===== src/rtl/float8_mul_arbiter.sv =====
// Two-requester round-robin front end sharing one float8 multiplier.
// Float8 layout: sign[7], exponent[6:4] biased by 7, fraction[3:0] with implicit leading 1.

module float8_multiplication (
  input  logic [7:0] a,
  input  logic [7:0] b,
  output logic [7:0] p
);
  logic              sign;
  logic [9:0]        mant;
  logic              norm;
  logic [3:0]        frac;
  logic signed [5:0] exp_sum;

  // Fraction is truncated; out-of-range exponents flush to signed zero or saturate to max.
  always_comb begin
    sign    = a[7] ^ b[7];
    mant    = {5'b0, 1'b1, a[3:0]} * {5'b0, 1'b1, b[3:0]};
    norm    = mant[9];
    frac    = norm ? mant[8:5] : mant[7:4];
    exp_sum = $signed({3'b0, a[6:4]}) + $signed({3'b0, b[6:4]})
            + $signed({5'b0, norm}) - 6'sd7;
    if (exp_sum < 6'sd0) begin
      p = {sign, 7'h00};
    end else if (exp_sum > 6'sd7) begin
      p = {sign, 7'h7F};
    end else begin
      p = {sign, exp_sum[2:0], frac};
    end
  end
endmodule

module float8_mul_arbiter #(
  parameter int CNT_W = 16
) (
  input  logic             clk,
  input  logic             rst,
  input  logic             req0_valid,
  input  logic [7:0]       req0_a,
  input  logic [7:0]       req0_b,
  output logic             req0_ready,
  input  logic             req1_valid,
  input  logic [7:0]       req1_a,
  input  logic [7:0]       req1_b,
  output logic             req1_ready,
  output logic             rsp_valid,
  output logic             rsp_id,
  output logic [7:0]       rsp_data,
  input  logic             rsp_ready,
  output logic [CNT_W-1:0] op_count
);
  typedef enum logic [1:0] {IDLE, CALC, RESP} state_t;

  state_t           state_q, state_d;
  logic [7:0]       a_q, a_d, b_q, b_d, res_q, res_d;
  logic             id_q, id_d, last_q, last_d;
  logic [CNT_W-1:0] cnt_q, cnt_d;
  logic             grant_valid, grant_id;
  logic [7:0]       mul_p;

  float8_multiplication u_mul (
    .a (a_q),
    .b (b_q),
    .p (mul_p)
  );

  // Under contention the requester not granted last wins; otherwise the lone valid one.
  always_comb begin
    grant_valid = req0_valid | req1_valid;
    grant_id    = (req0_valid && req1_valid) ? ~last_q : req1_valid;
  end

  always_ff @(posedge clk) begin
    if (rst) begin
      state_q <= IDLE;
      a_q     <= 8'h00;
      b_q     <= 8'h00;
      res_q   <= 8'h00;
      id_q    <= 1'b0;
      last_q  <= 1'b1;
      cnt_q   <= '0;
    end else begin
      state_q <= state_d;
      a_q     <= a_d;
      b_q     <= b_d;
      res_q   <= res_d;
      id_q    <= id_d;
      last_q  <= last_d;
      cnt_q   <= cnt_d;
    end
  end

  always_comb begin
    state_d = state_q;
    a_d     = a_q;
    b_d     = b_q;
    res_d   = res_q;
    id_d    = id_q;
    last_d  = last_q;
    cnt_d   = cnt_q;
    case (state_q)
      IDLE: begin
        if (grant_valid) begin
          state_d = CALC;
          a_d     = grant_id ? req1_a : req0_a;
          b_d     = grant_id ? req1_b : req0_b;
          id_d    = grant_id;
          last_d  = grant_id;
        end
      end
      CALC: begin
        res_d   = mul_p;
        state_d = RESP;
      end
      RESP: begin
        if (rsp_ready) begin
          cnt_d   = cnt_q + 1'b1;
          state_d = IDLE;
        end
      end
      default: state_d = IDLE;
    endcase
  end

  always_comb begin
    req0_ready = (state_q == IDLE) && !rst && grant_valid && !grant_id;
    req1_ready = (state_q == IDLE) && !rst && grant_valid && grant_id;
    rsp_valid  = (state_q == RESP);
    rsp_id     = id_q;
    rsp_data   = res_q;
    op_count   = cnt_q;
  end
endmodule


===== config.mk =====
export PLATFORM = sky130hd
export DESIGN_NAME = float8_mul_arbiter
export DESIGN_NICKNAME = d
export VERILOG_FILES = /design/src/rtl/float8_mul_arbiter.sv
export SDC_FILE = /design/constraint.sdc
export NUM_CORES = 1
export LEC_CHECK = 0
export CAP_MARGIN = 20
export CORE_MARGIN = 3
export CORE_UTILIZATION = 51
export DETAILED_ROUTE_END_ITERATION = 8
export PLACE_DENSITY = 0.89
export SETUP_SLACK_MARGIN = 0.3
export SYNTH_ARGS = -nofsm -noshare
export SYNTH_HDL_FRONTEND = slang
export SYNTH_SLANG_ARGS = --single-unit

===== constraint.sdc =====
create_clock -name clk -period 6 [get_ports clk]
set_clock_uncertainty 0.1 [all_clocks]
set_input_delay 1.2 -clock clk [delete_from_list [all_inputs] [get_ports clk]]
set_output_delay 1.2 -clock clk [all_outputs]
set_load 0.01 [all_outputs]

---- Word level (Yosys, flattened, before mapping) ----
Cells that the tools add are included.
word-level totals
  RAM bits ................................ 0
  memories kept ........................... 0
  output and inout bits ................... 28
  bits in registers ....................... 44
  bits in latches ......................... 0
  ROM bits ................................ 0
  logic and storage cells ................. 41
operators by class
  shift-type cells ........................ 0
  $mul .................................... 1
  reductions and logical operators ........ 11
  add/subtract/negate cells ............... 4
  div/mod/pow operators ................... 0
  equality and inequality tests ........... 4
  bitwise logic cells ..................... 3
  muxes and demuxes ....................... 9
  magnitude comparators ................... 2
operators by type and width
  operator               number
  $add 16x1->16 const B  1
  $mux 8                 2
  $mux 7                 2
  $mul 5x5->10           1
  $add 6x2->6            1
  $gt 6x4->1 const B     1
  $lt 6x1->1 const B     1
  $pmux 2 s3             1
  $reduce_and 2->1       3
  $sub 6x4->6 const B    1
  $logic_and 1x1->1      5
  $add 3x3->4            1
  $mux 2                 2
  $mux 4                 1
  $eq 2x1->1 const B     1
  $eq 2x2->1 const B     1
  $logic_not 1->1        2
  $logic_not 2->1        1
  $ne 2x1->1 const B     1
  $ne 2x2->1 const B     1
  $mux 1                 1
  $not 1->1              1
  $or 1x1->1             1
  $xor 1x1->1            1

---- Logic depth before layout (Yosys ltp) ----
Gate-level depths: netlist of the first run.
  word-level depth ........................ 6
  mapped depth ............................ 20
  gate-level depth less buffers ........... 19

---- Cells and area by module ----
From an unflattened synthesis of the first run, not the netlist that was laid out.
second synthesis, totals
  cells, all modules ...................... 320
  area total of the unflattened synthesis .. 2815.2 um^2
by module, submodules not included
  module                 sequential area each (um^2)  cells an instance  area each (um^2)  instances
  float8_mul_arbiter     880.8                        214                1891.8            1
  float8_multiplication  0.0                          106                923.4             1

---- Worst setup path before layout of the first run ----
OpenSTA, ideal clock, no wires.
  kind .................................... reg2reg
  from .................................... register a_q[1]
  to ...................................... register res_q[0] (netlist: rsp_data[0])
  data required time ...................... 5.776 ns
  path slack .............................. 1.342 ns
  buffers on the path ..................... 0
  data arrival time ....................... 4.434 ns
  cell stages (with the launch flop) ...... 20
  clock period less this slack ............ 4.658 ns
  cell sequence ........................... dfxtp_1 > and2_2 > fa_1 > inv_1 > fa_1 > fa_1 > inv_1 > ha_1 > nand3_1 > o211a_1 > a2bb2oi_2 > nand2_1 > ha_1 > inv_1 > ha_1 > inv_1 > a211oi_1 > nor2_1 > a211oi_1 > o31ai_1
between the ends
  cells in the longest elaborated chain, start to end .. 6
RTL lines
  element                   line  RTL
  start: declaration        55    logic [7:0] a_q, a_d, b_q, b_d, res_q, res_d;
  start signal: assignment  76    a_q <= 8'h00;
  start signal: assignment  84    a_q <= a_d;
  $mul 5x5->10 (*)          18    mant = {5'b0, 1'b1, a[3:0]} * {5'b0, 1'b1, b[3:0]};
  $add 6x2->6               22    + $signed({5'b0, norm}) - 6'sd7;
  $sub 6x4->6               22
  $gt 6x4->1                25    end else if (exp_sum > 6'sd7) begin
  $mux 7                    25
  $mux 7 (*)                23    if (exp_sum < 6'sd0) begin
  end signal: assignment    86    res_q <= res_d;
  end: declaration          55
Every way passes the cells marked *; elsewhere a longest branch is shown, timed or not.
A chain may end at the register's enable or synchronous reset.

---- Worst setup path after layout of the first run ----
Same ends and word-level chain as after synthesis.

==> impl_metrics.tcl, run 1 <==
set metrics [dict create \
    netlist.top_cell.by_area "sky130_fd_sc_hd__dfxtp_1" \
    cts.root.buffer_cell "sky130_fd_sc_hd__clkbuf_8" \
    critPathMaxFanout 9 \
    synth-adder-area-share 0.154 \
    grt_antenna_before_repair 0 \
    seq_cells_post_synth 44 \
    clk_pin_slew_ns 0.09 \
    drt_iter0_markers 119 \
    comb_power_share 0.343 \
    place.port_buffers 64 \
    post-route-cell-area_um2 3660 \
    groute.usage.overall 0.203 \
    report.final.setup_viol 0 \
    finalWirelength_um 6340 \
    setup.worst_path.start_class "flop" \
    firstDrtPassIters 4 \
    drt.antenna.violating_nets 0 \
    p_leak_nw 1.49 \
    synth-simple-area-share 0.196 \
    grt_overflow 0 \
    dominant_combinational_cell_family_by_area_after_synthesis "simple AND/OR/NAND/NOR gates" \
    dp_worst_setup_slack_ns 0.851 \
    synth.top_cells.by_area "sky130_fd_sc_hd__dfxtp_1 (31%), sky130_fd_sc_hd__ha_1 (9.1%), sky130_fd_sc_hd__fa_1 (6.3%)" \
    yosys.area_share.xor_xnor 0.0518 \
    timing.final.max_slew_violations 0 \
    postCtsHoldBufs 0 \
    final_cell_mix "sky130_fd_sc_hd__clkdlybuf4s50_1 (64), sky130_fd_sc_hd__dfxtp_1 (44), sky130_fd_sc_hd__nor2_1 (41), sky130_fd_sc_hd__inv_1 (29), sky130_fd_sc_hd__nand2_1 (22)" \
    sw_frac_of_total 0.339 \
    cpMostUsedCell "sky130_fd_sc_hd__inv_1" \
    fillCellCount 418 \
    postLayoutCoreUtil 0.695 \
    syn_area_um2 2880 \
    worstSetupPathType "flop to flop" \
    setup_total_negative_slack_ns 0 \
    cp_slowest_cell "sky130_fd_sc_hd__fa_1" \
    synth-seq-area-share 0.306 \
    leading_cell_type_in_the_layout_fill_and_taps_excluded "sky130_fd_sc_hd__clkdlybuf4s50_1" \
    nNetsFinal 460 \
    post_route_drc 0 \
    row_count 26 \
    internal_power_w 0.000537 \
    worst_ep_required_time_ns 6.09 \
    grt_start_max_net_pins 38 \
    fmax_mhz 193 \
    outcome "finished, final reports clean" \
    slew-limit-headroom 0.587 \
    synth_largest_type_area_fraction 0.306 \
    crit_path_max_incr_delay_ns 0.51 \
    first_pass_grt_wire_length_um 10700 \
    ys_async_sr_fraction 0 \
    worst-slew-pin-transition_ns 0.615 \
    drv.max_cap_violation_count 0 \
    synth_edf_count 0 \
    placed_cell_area_um2 3570 \
    hold_path.class "flop to flop" \
    yosys_most_used_dff "sky130_fd_sc_hd__dfxtp_1" \
    power-per-cell-area_nw_per_um2 222 \
    h_tree_lvls 2 \
    count_of_antenna_diodes_in_the_layout 0 \
    floorplan.die_area_um2 6570 \
    yosys-mux-area-fraction 0.0557 \
    fp.dieW_um 81.1 \
    end_kind "flop" \
    cts_tree "built" \
    drive_gt1_frac 0.0533 \
    syn_nets 399 \
    synth_compound_gate_area_share 0.177 \
    clock_sink_count 44 \
    power.share.clock 0.248 \
    worstSkewPairLatency_ns 0.30 \
    synth.yosys.warnings 0 \
    placeableCoreArea_um2 5270 \
    fin_crit_sh 0.863 \
    netlist_instances 332 \
    drt-wirelength-per-cell_um 13.7 \
    grt_pass1_vias 2469 \
    grt_setup_unrepaired "false" \
    post-route-worst-setup-slack_ns 0.819 \
    cts-root-to-sink-buffers 2 \
    dieHeight_um 81.1 \
    post-cts-setup-buffers 0 \
    number_of_top_level_pins 65 \
    final_hold_viol_count 0 \
    netSwitchingPower_w 0.000275 \
    syn2layout_area_growth_pct 27.5 \
    cts_made_buffers 5 \
    pwr-share-seq 0.408 \
    syn-mean-instance-area_um2 8.66 \
    routed_via_density 5.42 \
    dp_hpwl_um 4920 \
    synth.distinct_cells 53 \
    cts_repair_resize_count 0 \
    fin_crit_ns 5.18 \
    start_util 0.546 \
    cp_data_arrival_time_ns 5.27 \
    crit_chain "and2_2 > fa_1 > inv_1 > fa_1 > fa_1 > inv_1 > ha_1 > nand3_1 > o211a_1 > a2bb2oi_2 > nand2_1 > ha_1 > inv_1 > ha_1 > inv_1 > a211oi_1 > nor2_1 > a211oi_1 > o31ai_1" \
    irDropWorstVdd_mv 0.145 \
    vias_post_dr 2513 \
    finalWeightedCongestion 0.842 \
]
-- power groups by stage --
stage | Clock, W | Combinational, W | Sequential, W
finish | 0.000202 | 0.000279 | 0.000331
global route | 0.000216 | 0.000312 | 0.000335
CTS | 0.000203 | 0.000278 | 0.000331
detailed placement | 0 | 0.000275 | 0.000338
global placement | 0 | 0.000265 | 0.000337
floorplan | 0 | 0.000200 | 0.000334
-- metrics by stage --
step / hold WS, ns / std cells / total power [W]
3_5_place_dp: 0.349 / 456 / 0.000613
3_3_place_gp: 0.342 / 456 / 0.000602
6_report: 0.360 / 464 / 0.000812
4_1_cts: 0.361 / 464 / 0.000813
2_1_floorplan: 0.329 / 332 / 0.000534
5_1_grt: 0.385 / 464 / 0.000863
-- sequential cells by signal, summed over array words and instances, names as in the netlist --
signal    flops
a_q           8
b_q           8
last_q        1
op_count     16
rsp_data      8
rsp_id        1
state_q       2
-- cells by family (layout without fill, tap and decap cells) --
family,count (synthesis),count (layout)
and+or+nand+nor,112,112
muxes,16,16
adders and majority gates,30,30
buffers and inverters,42,104
xor gates and xnor gates,17,17
DFF,44,44
AOI/OAI and AO/OA,71,71
-- cell type report --
cell class | instances | area (um2) | area share
flip-flops and latches | 44 | 881 | 0.240
repair buffers | 67 | 663 | 0.181
clock buffers | 6 | 82.6 | 0.0225
inverters | 29 | 109 | 0.0297
clock inverters | 2 | 13.8 | 0.00376
multi-input cells | 246 | 1830 | 0.499
well taps | 70 | 87.6 | 0.0239
-- Yosys cell counts, types with 9 or more instances --
| cell type | count |
|---|---|
| sky130_fd_sc_hd__dfxtp_1 | 44 |
| sky130_fd_sc_hd__nor2_1 | 41 |
| sky130_fd_sc_hd__mux2i_1 | 16 |
| sky130_fd_sc_hd__o21ai_0 | 9 |
| sky130_fd_sc_hd__xnor2_1 | 10 |
| sky130_fd_sc_hd__clkbuf_1 | 9 |
| sky130_fd_sc_hd__nand3_1 | 11 |
| sky130_fd_sc_hd__inv_1 | 29 |
| sky130_fd_sc_hd__a211oi_1 | 18 |
| sky130_fd_sc_hd__fa_1 | 9 |
| sky130_fd_sc_hd__nand2_1 | 22 |
| sky130_fd_sc_hd__a21oi_1 | 21 |
| sky130_fd_sc_hd__ha_1 | 21 |
-- critical path, delay by kind of cell (launching register included) --
kind                       cells  cell delay (ns)
AOI/OAI and AO/OA              5             1.35
buffers and inverters          4             0.23
adders and majority gates      6             2.28
DFF                            1             0.39
and+or+nand+nor                4             0.73
-- path summary, 6_finish.rpt --
check,start,endpoint,slack (ns),cells past startpoint
hold / removal,rsp_data[4]$_SDFFE_PP0N_,rsp_data[4]$_SDFFE_PP0N_,0.36,2
setup reg to reg,a_q[1]$_SDFFE_PP0P_,rsp_data[0]$_SDFFE_PP0N_,0.82,19
hold reg to reg,rsp_data[4]$_SDFFE_PP0N_,rsp_data[4]$_SDFFE_PP0N_,0.36,2
setup / recovery,a_q[1]$_SDFFE_PP0P_,rsp_data[0]$_SDFFE_PP0N_,0.82,19
-- per-layer routing --
layer  vias up  share of wire  GRT usage
li1       1277              -          -
met5         -              0          0
met1      1161           0.45      0.260
met2        67           0.49      0.349
met3         8          0.044     0.0388
met4         0          0.015     0.0574
(Power assumes the default switching activity.)
==> run 2, diff against run 1 <==
CORE_ASPECT_RATIO = 1.5   (was not set)
CORE_UTILIZATION = 40   (was 51)
PLACE_DENSITY = 0.74   (was 0.89)
==> impl_metrics.tcl, run 2 (synthesis gave the netlist of run 1 again) <==
set metrics [dict create \
    post-cts-setup-buffers 0 \
    timing.final.max_slew_violations 0 \
    final_hold_viol_count 0 \
    critPathMaxFanout 9 \
    setup_total_negative_slack_ns 0 \
    first_pass_grt_wire_length_um 10500 \
    end_kind "flop" \
    fp.dieW_um 75.2 \
    worst_ep_required_time_ns 6.08 \
    post_route_drc 0 \
    nNetsFinal 460 \
    floorplan.die_area_um2 8260 \
    dp_hpwl_um 4920 \
    groute.usage.overall 0.161 \
    setup.worst_path.start_class "flop" \
    power-per-cell-area_nw_per_um2 215 \
    drt-wirelength-per-cell_um 13.0 \
    worst-slew-pin-transition_ns 0.554 \
    cts.root.buffer_cell "sky130_fd_sc_hd__clkbuf_8" \
    drive_gt1_frac 0.0509 \
    slew-limit-headroom 0.628 \
    grt_start_max_net_pins 43 \
    netSwitchingPower_w 0.000264 \
    syn2layout_area_growth_pct 27.3 \
    fin_crit_ns 5.18 \
    cts_repair_resize_count 0 \
    post-route-worst-setup-slack_ns 0.825 \
    hold_slack_ns 0.372 \
    place.port_buffers 64 \
    finalWeightedCongestion 0.869 \
    h_tree_lvls 2 \
    worstSetupPathType "flop to flop" \
    p_leak_nw 1.48 \
    comb_power_share 0.347 \
    worstSkewPairLatency_ns 0.30 \
    power.share.clock 0.230 \
    cts_made_buffers 5 \
    grt_overflow 0 \
    fmax_mhz 193 \
    drv.max_cap_violation_count 0 \
    start_util 0.414 \
    row_count 37 \
    firstDrtPassIters 4 \
    final_cell_mix "sky130_fd_sc_hd__clkdlybuf4s50_1 (64), sky130_fd_sc_hd__dfxtp_1 (44), sky130_fd_sc_hd__nor2_1 (41), sky130_fd_sc_hd__inv_1 (29), sky130_fd_sc_hd__nand2_1 (22)" \
    placed_cell_area_um2 3580 \
    placeableCoreArea_um2 6940 \
    count_of_antenna_diodes_in_the_layout 0 \
    cp_data_arrival_time_ns 5.26 \
    cts_tree "built" \
    grt_setup_unrepaired "false" \
    grt_antenna_before_repair 0 \
    largest_reg_flops 16 \
    grt_pass1_vias 2439 \
    postCtsHoldBufs 0 \
    hold_path.class "flop to flop" \
    irDropWorstVdd_mv 0.108 \
    cts-root-to-sink-buffers 2 \
    clock_sink_count 44 \
    fin_crit_sh 0.863 \
    pwr-share-seq 0.423 \
    vias_post_dr 2472 \
    dp_worst_setup_slack_ns 0.884 \
    fillCellCount 673 \
    internal_power_w 0.000521 \
    leading_cell_type_in_the_layout_fill_and_taps_excluded "sky130_fd_sc_hd__clkdlybuf4s50_1" \
    clk_pin_slew_ns 0.08 \
    post-route-cell-area_um2 3660 \
    outcome "finished, final reports clean" \
    drt_iter0_markers 53 \
    finalWirelength_um 6130 \
    design_power_total_w 0.000785 \
    sw_frac_of_total 0.337 \
    number_of_top_level_pins 65 \
    report.final.setup_viol 0 \
    dieHeight_um 110 \
    drt.antenna.violating_nets 0 \
    routed_via_density 5.25 \
]
-- run 2: cell types whose count changed in the layout (fill, tap and decap cells not counted), sizes merged --
cell	change
inv	-1
clkinvlp	+1
clkbuf	-1
-- run 2: metal layers --
layer  wire [um]  global-route usage  up-vias  part of all wire
li1            -                   -     1275                 -
met2        3370               0.318       59              0.55
met3         234              0.0284       12             0.038
met1        2430               0.167     1126              0.40
met5           0                   0        -                 0
met4         102              0.0450        0             0.017
-- run 2: stage by stage --
stage                     instances  utilization
after detailed placement        464        0.515
after floorplan                 332            -
after global routing            471        0.527
after CTS                       471        0.527
final                           471        0.527
after global placement          464        0.515
-- run 2: power by group through the flow --
stage,clock network (W),logic [W],registers (W)
global route,0.000199,0.000309,0.000336
floorplan,0,0.000200,0.000334
detailed placement,0,0.000271,0.000340
global placement,0,0.000268,0.000338
CTS,0.000186,0.000274,0.000333
finish,0.000181,0.000273,0.000332
-- run 2: final cells by class --
cell class | instances | area [um2] | area share
flip-flops and latches | 44 | 881 | 0.241
clock inverters | 2 | 12.5 | 0.00342
clock buffers | 5 | 68.8 | 0.0188
multi-input cells | 246 | 1830 | 0.499
inverters | 29 | 109 | 0.0297
well taps | 78 | 97.6 | 0.0267
repair buffers | 67 | 663 | 0.181
-- run 2: worst paths after layout --
kind	from	to	slack, ns	depth (start not counted)
worst max-delay path	a_q[1]$_SDFFE_PP0P_	rsp_data[0]$_SDFFE_PP0N_	0.82	19
worst min-delay path	rsp_data[5]$_SDFFE_PP0N_	rsp_data[5]$_SDFFE_PP0N_	0.37	2
worst max register to register	a_q[1]$_SDFFE_PP0P_	rsp_data[0]$_SDFFE_PP0N_	0.82	19
worst min register to register	rsp_data[5]$_SDFFE_PP0N_	rsp_data[5]$_SDFFE_PP0N_	0.37	2
-- run 2: worst max-delay path, cell delays in order, from the launching register on --
cell and delay [ns]:
sky130_fd_sc_hd__dfxtp_1 0.38, sky130_fd_sc_hd__and2_2 0.23, sky130_fd_sc_hd__fa_1 0.50, sky130_fd_sc_hd__inv_1 0.06, sky130_fd_sc_hd__fa_1 0.50, sky130_fd_sc_hd__fa_1 0.51, sky130_fd_sc_hd__inv_1 0.04, sky130_fd_sc_hd__ha_1 0.36
sky130_fd_sc_hd__nand3_1 0.20, sky130_fd_sc_hd__o211a_1 0.24, sky130_fd_sc_hd__a2bb2oi_2 0.33, sky130_fd_sc_hd__nand2_1 0.10, sky130_fd_sc_hd__ha_1 0.21, sky130_fd_sc_hd__inv_1 0.08, sky130_fd_sc_hd__ha_1 0.18, sky130_fd_sc_hd__inv_1 0.05
sky130_fd_sc_hd__a211oi_1 0.41, sky130_fd_sc_hd__nor2_1 0.19, sky130_fd_sc_hd__a211oi_1 0.27, sky130_fd_sc_hd__o31ai_1 0.11
==> run 3, diff against run 2 <==
CORE_MARGIN = 10   (was 3)
==> impl_metrics.tcl, run 3 (synthesis gave the netlist of run 1 again) <==
set metrics [dict create \
    path_delay_family "adder cells" \
    setup_total_negative_slack_ns 0 \
    met2_length_um 3710 \
    syn2layout_area_growth_pct 28.7 \
    setup.worst_path.start "a_q[1]$_SDFFE_PP0P_" \
    internal_power_w 0.000578 \
    worst_ep_required_time_ns 6.09 \
    crit_chain "and2_2 > fa_1 > inv_1 > fa_1 > fa_1 > inv_1 > ha_1 > nand3_1 > o211a_1 > a2bb2oi_2 > nand2_1 > ha_1 > inv_1 > ha_1 > inv_1 > a211oi_1 > nor2_1 > a211oi_1 > o31ai_1" \
    cpMostUsedCell "sky130_fd_sc_hd__inv_1" \
    vias_post_dr 2492 \
    slew-limit-headroom 0.649 \
    fin_crit_sh 0.854 \
    cts_repair_resize_count 0 \
    clk_pin_slew_ns 0.08 \
    final_hold_viol_count 0 \
    nNetsFinal 460 \
    row_count 37 \
    power-per-cell-area_nw_per_um2 229 \
    drv.max_cap_violation_count 0 \
    post_route_drc 0 \
    post-cts-setup-buffers 0 \
    dieHeight_um 124 \
    placeableCoreArea_um2 6940 \
    drt.antenna.violating_nets 0 \
    grt_antenna_before_repair 0 \
    pwr-share-seq 0.391 \
    finalWirelength_um 6710 \
    outcome "finished, final reports clean" \
    final_cell_count_no_fill 472 \
    irDropWorstVdd_mv 0.126 \
    start_util 0.414 \
    groute.usage.overall 0.127 \
    leading_cell_type_in_the_layout_fill_and_taps_excluded "sky130_fd_sc_hd__clkdlybuf4s50_1" \
    fp.dieW_um 89.2 \
    clock_sink_count 44 \
    crit_path_max_incr_delay_ns 0.52 \
    count_of_antenna_diodes_in_the_layout 0 \
    netSwitchingPower_w 0.000270 \
    finalWeightedCongestion 0.827 \
    crit_path_end "rsp_data[0]$_SDFFE_PP0N_" \
    route.met3.wl_um 384 \
    highest_metal_layer_with_signal_wires "met4" \
    routed_via_density 5.28 \
    routedLengthMet1_um 2540 \
    fin_crit_ns 5.13 \
    timing.final.max_slew_violations 0 \
    cp_slowest_cell "sky130_fd_sc_hd__fa_1" \
    worst-slew-pin-transition_ns 0.522 \
    p_leak_nw 1.50 \
    post-route-worst-setup-slack_ns 0.875 \
    postCtsHoldBufs 0 \
    timing.rr.end "rsp_data[0]$_SDFFE_PP0N_" \
    fillCellCount 670 \
    critPathMaxFanout 9 \
    number_of_top_level_pins 65 \
    grt_overflow 0 \
    dp_cells 464 \
    worstSetupPathType "flop to flop" \
    comb_power_share 0.323 \
    cts_tree "built" \
    post-route-cell-area_um2 3700 \
    report.final.setup_viol 0 \
    cts_made_buffers 5 \
    h_tree_lvls 2 \
    grt_pass1_vias 2488 \
    reg2reg_from "a_q[1]$_SDFFE_PP0P_" \
    setup.worst_path.start_class "flop" \
    drt-wirelength-per-cell_um 14.2 \
    hold_slack_ns 0.373 \
    fmax_mhz 195 \
    firstDrtPassIters 4 \
    cts-root-to-sink-buffers 2 \
    final_cell_mix "sky130_fd_sc_hd__clkdlybuf4s50_1 (64), sky130_fd_sc_hd__dfxtp_1 (44), sky130_fd_sc_hd__nor2_1 (41), sky130_fd_sc_hd__inv_1 (29), sky130_fd_sc_hd__nand2_1 (22)" \
    largest_reg_flops 16 \
    end_kind "flop" \
    cp_data_arrival_time_ns 5.22 \
    dp_worst_setup_slack_ns 0.863 \
    cts.root.buffer_cell "sky130_fd_sc_hd__clkbuf_8" \
    critical_path_buf_inv_count 4 \
    placed_cell_area_um2 3580 \
    worstSkewPairLatency_ns 0.30 \
    grt_setup_unrepaired "false" \
    dp_hpwl_um 5510 \
    hold_path.class "flop to flop" \
    power.share.clock 0.285 \
    worst-r2r-setup-slack_ns 0.87 \
    first_pass_grt_wire_length_um 11300 \
    worstRegToRegCells 19 \
    place.port_buffers 64 \
    cp.depth 19 \
    drt_iter0_markers 95 \
    grt_start_max_net_pins 37 \
    sw_frac_of_total 0.319 \
    floorplan.die_area_um2 11000 \
    drive_gt1_frac 0.0533 \
]
run 3: how the worst min path moves through the flow:
| stage | start | end | slack (ns) | cells past startpoint |
|---|---|---|---|---|
| floorplan | last_q$_SDFFE_PP1P_ | last_q$_SDFFE_PP1P_ | 0.33 | 2 |
| global placement | rsp_data[4]$_SDFFE_PP0N_ | rsp_data[4]$_SDFFE_PP0N_ | 0.36 | 2 |
| detailed placement | rsp_data[4]$_SDFFE_PP0N_ | rsp_data[4]$_SDFFE_PP0N_ | 0.36 | 2 |
| CTS | rsp_data[4]$_SDFFE_PP0N_ | rsp_data[4]$_SDFFE_PP0N_ | 0.37 | 2 |
| global route | rsp_data[4]$_SDFFE_PP0N_ | rsp_data[4]$_SDFFE_PP0N_ | 0.39 | 2 |
| finish | rsp_data[4]$_SDFFE_PP0N_ | rsp_data[4]$_SDFFE_PP0N_ | 0.37 | 2 |
run 3: power groups by stage:
| stage | clock, W | combinational [W] | sequential, W |
|---|---|---|---|
| after detailed placement | 0 | 0.000275 | 0.000339 |
| after global placement | 0 | 0.000267 | 0.000338 |
| after CTS | 0.000248 | 0.000277 | 0.000333 |
| after floorplan | 0 | 0.000200 | 0.000334 |
| after global routing | 0.000259 | 0.000313 | 0.000336 |
| final | 0.000242 | 0.000274 | 0.000332 |
run 3: routing by layer:
metal | up-vias | GRT usage
met5 | - | 0
met4 | 0 | 0.0399
met3 | 8 | 0.0320
met2 | 54 | 0.248
met1 | 1146 | 0.125
li1 | 1284 | -
run 3: stage by stage:
stage / utilization / power, W
after global placement: 0.515 / 0.000605
after detailed placement: 0.515 / 0.000614
after global routing: 0.533 / 0.000908
final: 0.533 / 0.000848
after CTS: 0.533 / 0.000857
after floorplan: - / 0.000534
run 3: tightest hold or removal path: stages (launching register included):
cell and delay, ns:
sky130_fd_sc_hd__dfxtp_1 0.33, sky130_fd_sc_hd__nand2_1 0.06, sky130_fd_sc_hd__a21oi_1 0.05
run 3: layout make-up:
| class | instances | area (um2) | share of cell area |
|---|---|---|---|
| clock inverters | 2 | 38.8 | 0.0105 |
| clock buffers | 6 | 82.6 | 0.0223 |
| repair buffers | 67 | 663 | 0.179 |
| inverters | 29 | 109 | 0.0294 |
| multi-input cells | 246 | 1830 | 0.494 |
| well taps | 78 | 97.6 | 0.0264 |
| flip-flops and latches | 44 | 881 | 0.238 |
==> RTL edit, RTL diff (config.mk and constraints of run 3) <==
`a_q` no longer has a reset.
--- a/src/rtl/float8_mul_arbiter.sv
+++ b/src/rtl/float8_mul_arbiter.sv
@@ -75,3 +75,2 @@
       state_q <= IDLE;
-      a_q     <= 8'h00;
       b_q     <= 8'h00;
@@ -83,3 +82,2 @@
       state_q <= state_d;
-      a_q     <= a_d;
       b_q     <= b_d;
@@ -90,2 +88,6 @@
     end
+  end
+
+  always_ff @(posedge clk) begin
+    a_q <= a_d;
   end
Function: same outputs for any inputs over 10 cycles, from zero or initial values and one cycle with rst high; that may be too few to reach the edited logic, so the function may still have changed.
==> RTL edit against run 3 <==
Synthesized area shrank 1.5%. Worst hold slack lost 10 ps. Sequential power grew 4%. First-iteration DRC count shrank 17%. Sequential cell count is the same. Die area shrank 1.2%. Design area shrank 0.74%. Worst setup slack lost 52 ps. Wire length shrank 3.2%. Largest power group is now combinational cells. Total power grew 14%.
==> RTL edit: results (changes against run 3) <==
status complete, no violations; vias 2368 (-5.0%); post-DP HPWL 5270 µm (-4.4%); met1 Usage GRT 12.4% (-0.055 points); Data arrival, critical path 5250 ps (+30 ps); post-synthesis compound-gate area fraction 15.0% (-2.7 points); Finished Layout Cells 447 (-5.3%); CP Launch Point a_q[1]$_DFFE_PP_; Synth Area in XOR/XNOR 5.87% (+0.70 points); post-synthesis net count 371 (-7.0%); Met3 Wirelength 460 µm (+20%); initial DRC count 79 (-17%); Place WS 871 ps (+7.59 ps); routed wire length on met2 3390 µm (-8.4%); layout cells sized above 1 7.32% (+2.0 points); final wirelength 6490 µm (-3.2%); Mapped Avg Cell Area 9.32 µm² (+7.6%); Placed Area 3550 µm² (-0.77%); GPL Wtd Cong 0.829 (+0.18%); largest net degree at the start of global routing 25 (-32%); multiplexer share of the synthesized area 6.36% (+0.79 points); Leak Pwr 1.49 nW (-0.43%); met1 WL 2500 µm (-1.5%); GR Layer Usage met3 4.15% (+0.94 points); sequential-to-total area share from yosys stat 33.9% (+3.3 points); grt met2 use 22.3% (-2.4 points)
## RTL edit: changes by cell type after synthesis, moves of 7 or more
cell      before  now
a211oi_1      18   10
dfxtp_1       44   36
edfxtp_1       0    8
mux2_2         0    8
mux2i_1       16    9
nor2_1        41   32
## RTL edit: worst min-delay path by stage
stage | slack [ps] | cells past startpoint | to
4_1_cts | 370 | 2 | rsp_data[5]$_SDFFE_PP0N_
3_5_place_dp | 360 | 2 | rsp_data[5]$_SDFFE_PP0N_
5_1_grt | 390 | 2 | rsp_data[6]$_SDFFE_PP0N_
3_3_place_gp | 350 | 2 | rsp_data[4]$_SDFFE_PP0N_
2_1_floorplan | 380 | 2 | rsp_data[6]$_SDFFE_PP0N_
6_report | 360 | 2 | rsp_data[5]$_SDFFE_PP0N_
## RTL edit: power groups by stage
| stage | Clock, W | Sequential, W | Combinational (W) |
|---|---|---|---|
| after detailed placement | 0 | 0.000353 | 0.000379 |
| after global routing | 0.000259 | 0.000349 | 0.000430 |
| after global placement | 0 | 0.000351 | 0.000366 |
| after floorplan | 0 | 0.000349 | 0.000278 |
| after CTS | 0.000244 | 0.000346 | 0.000383 |
| final | 0.000239 | 0.000346 | 0.000380 |
## RTL edit: area by class of cell
cell class                      instances  area, µm²  area share (%)
Clock buffer                            6       82.6            2.25
Clock inverter                          2       38.8            1.06
Inverter                               29        109            2.96
Multi-Input combinational cell        222       1730            47.1
Sequential cell                        44        961            26.2
Tap cell                               78       97.6            2.66
Timing Repair Buffer                   66        656            17.9
## RTL edit: worst min-delay path: stages (launching register included)
cell	delay, ps
dfxtp_1	320
nand2_1	50
a21oi_1	50
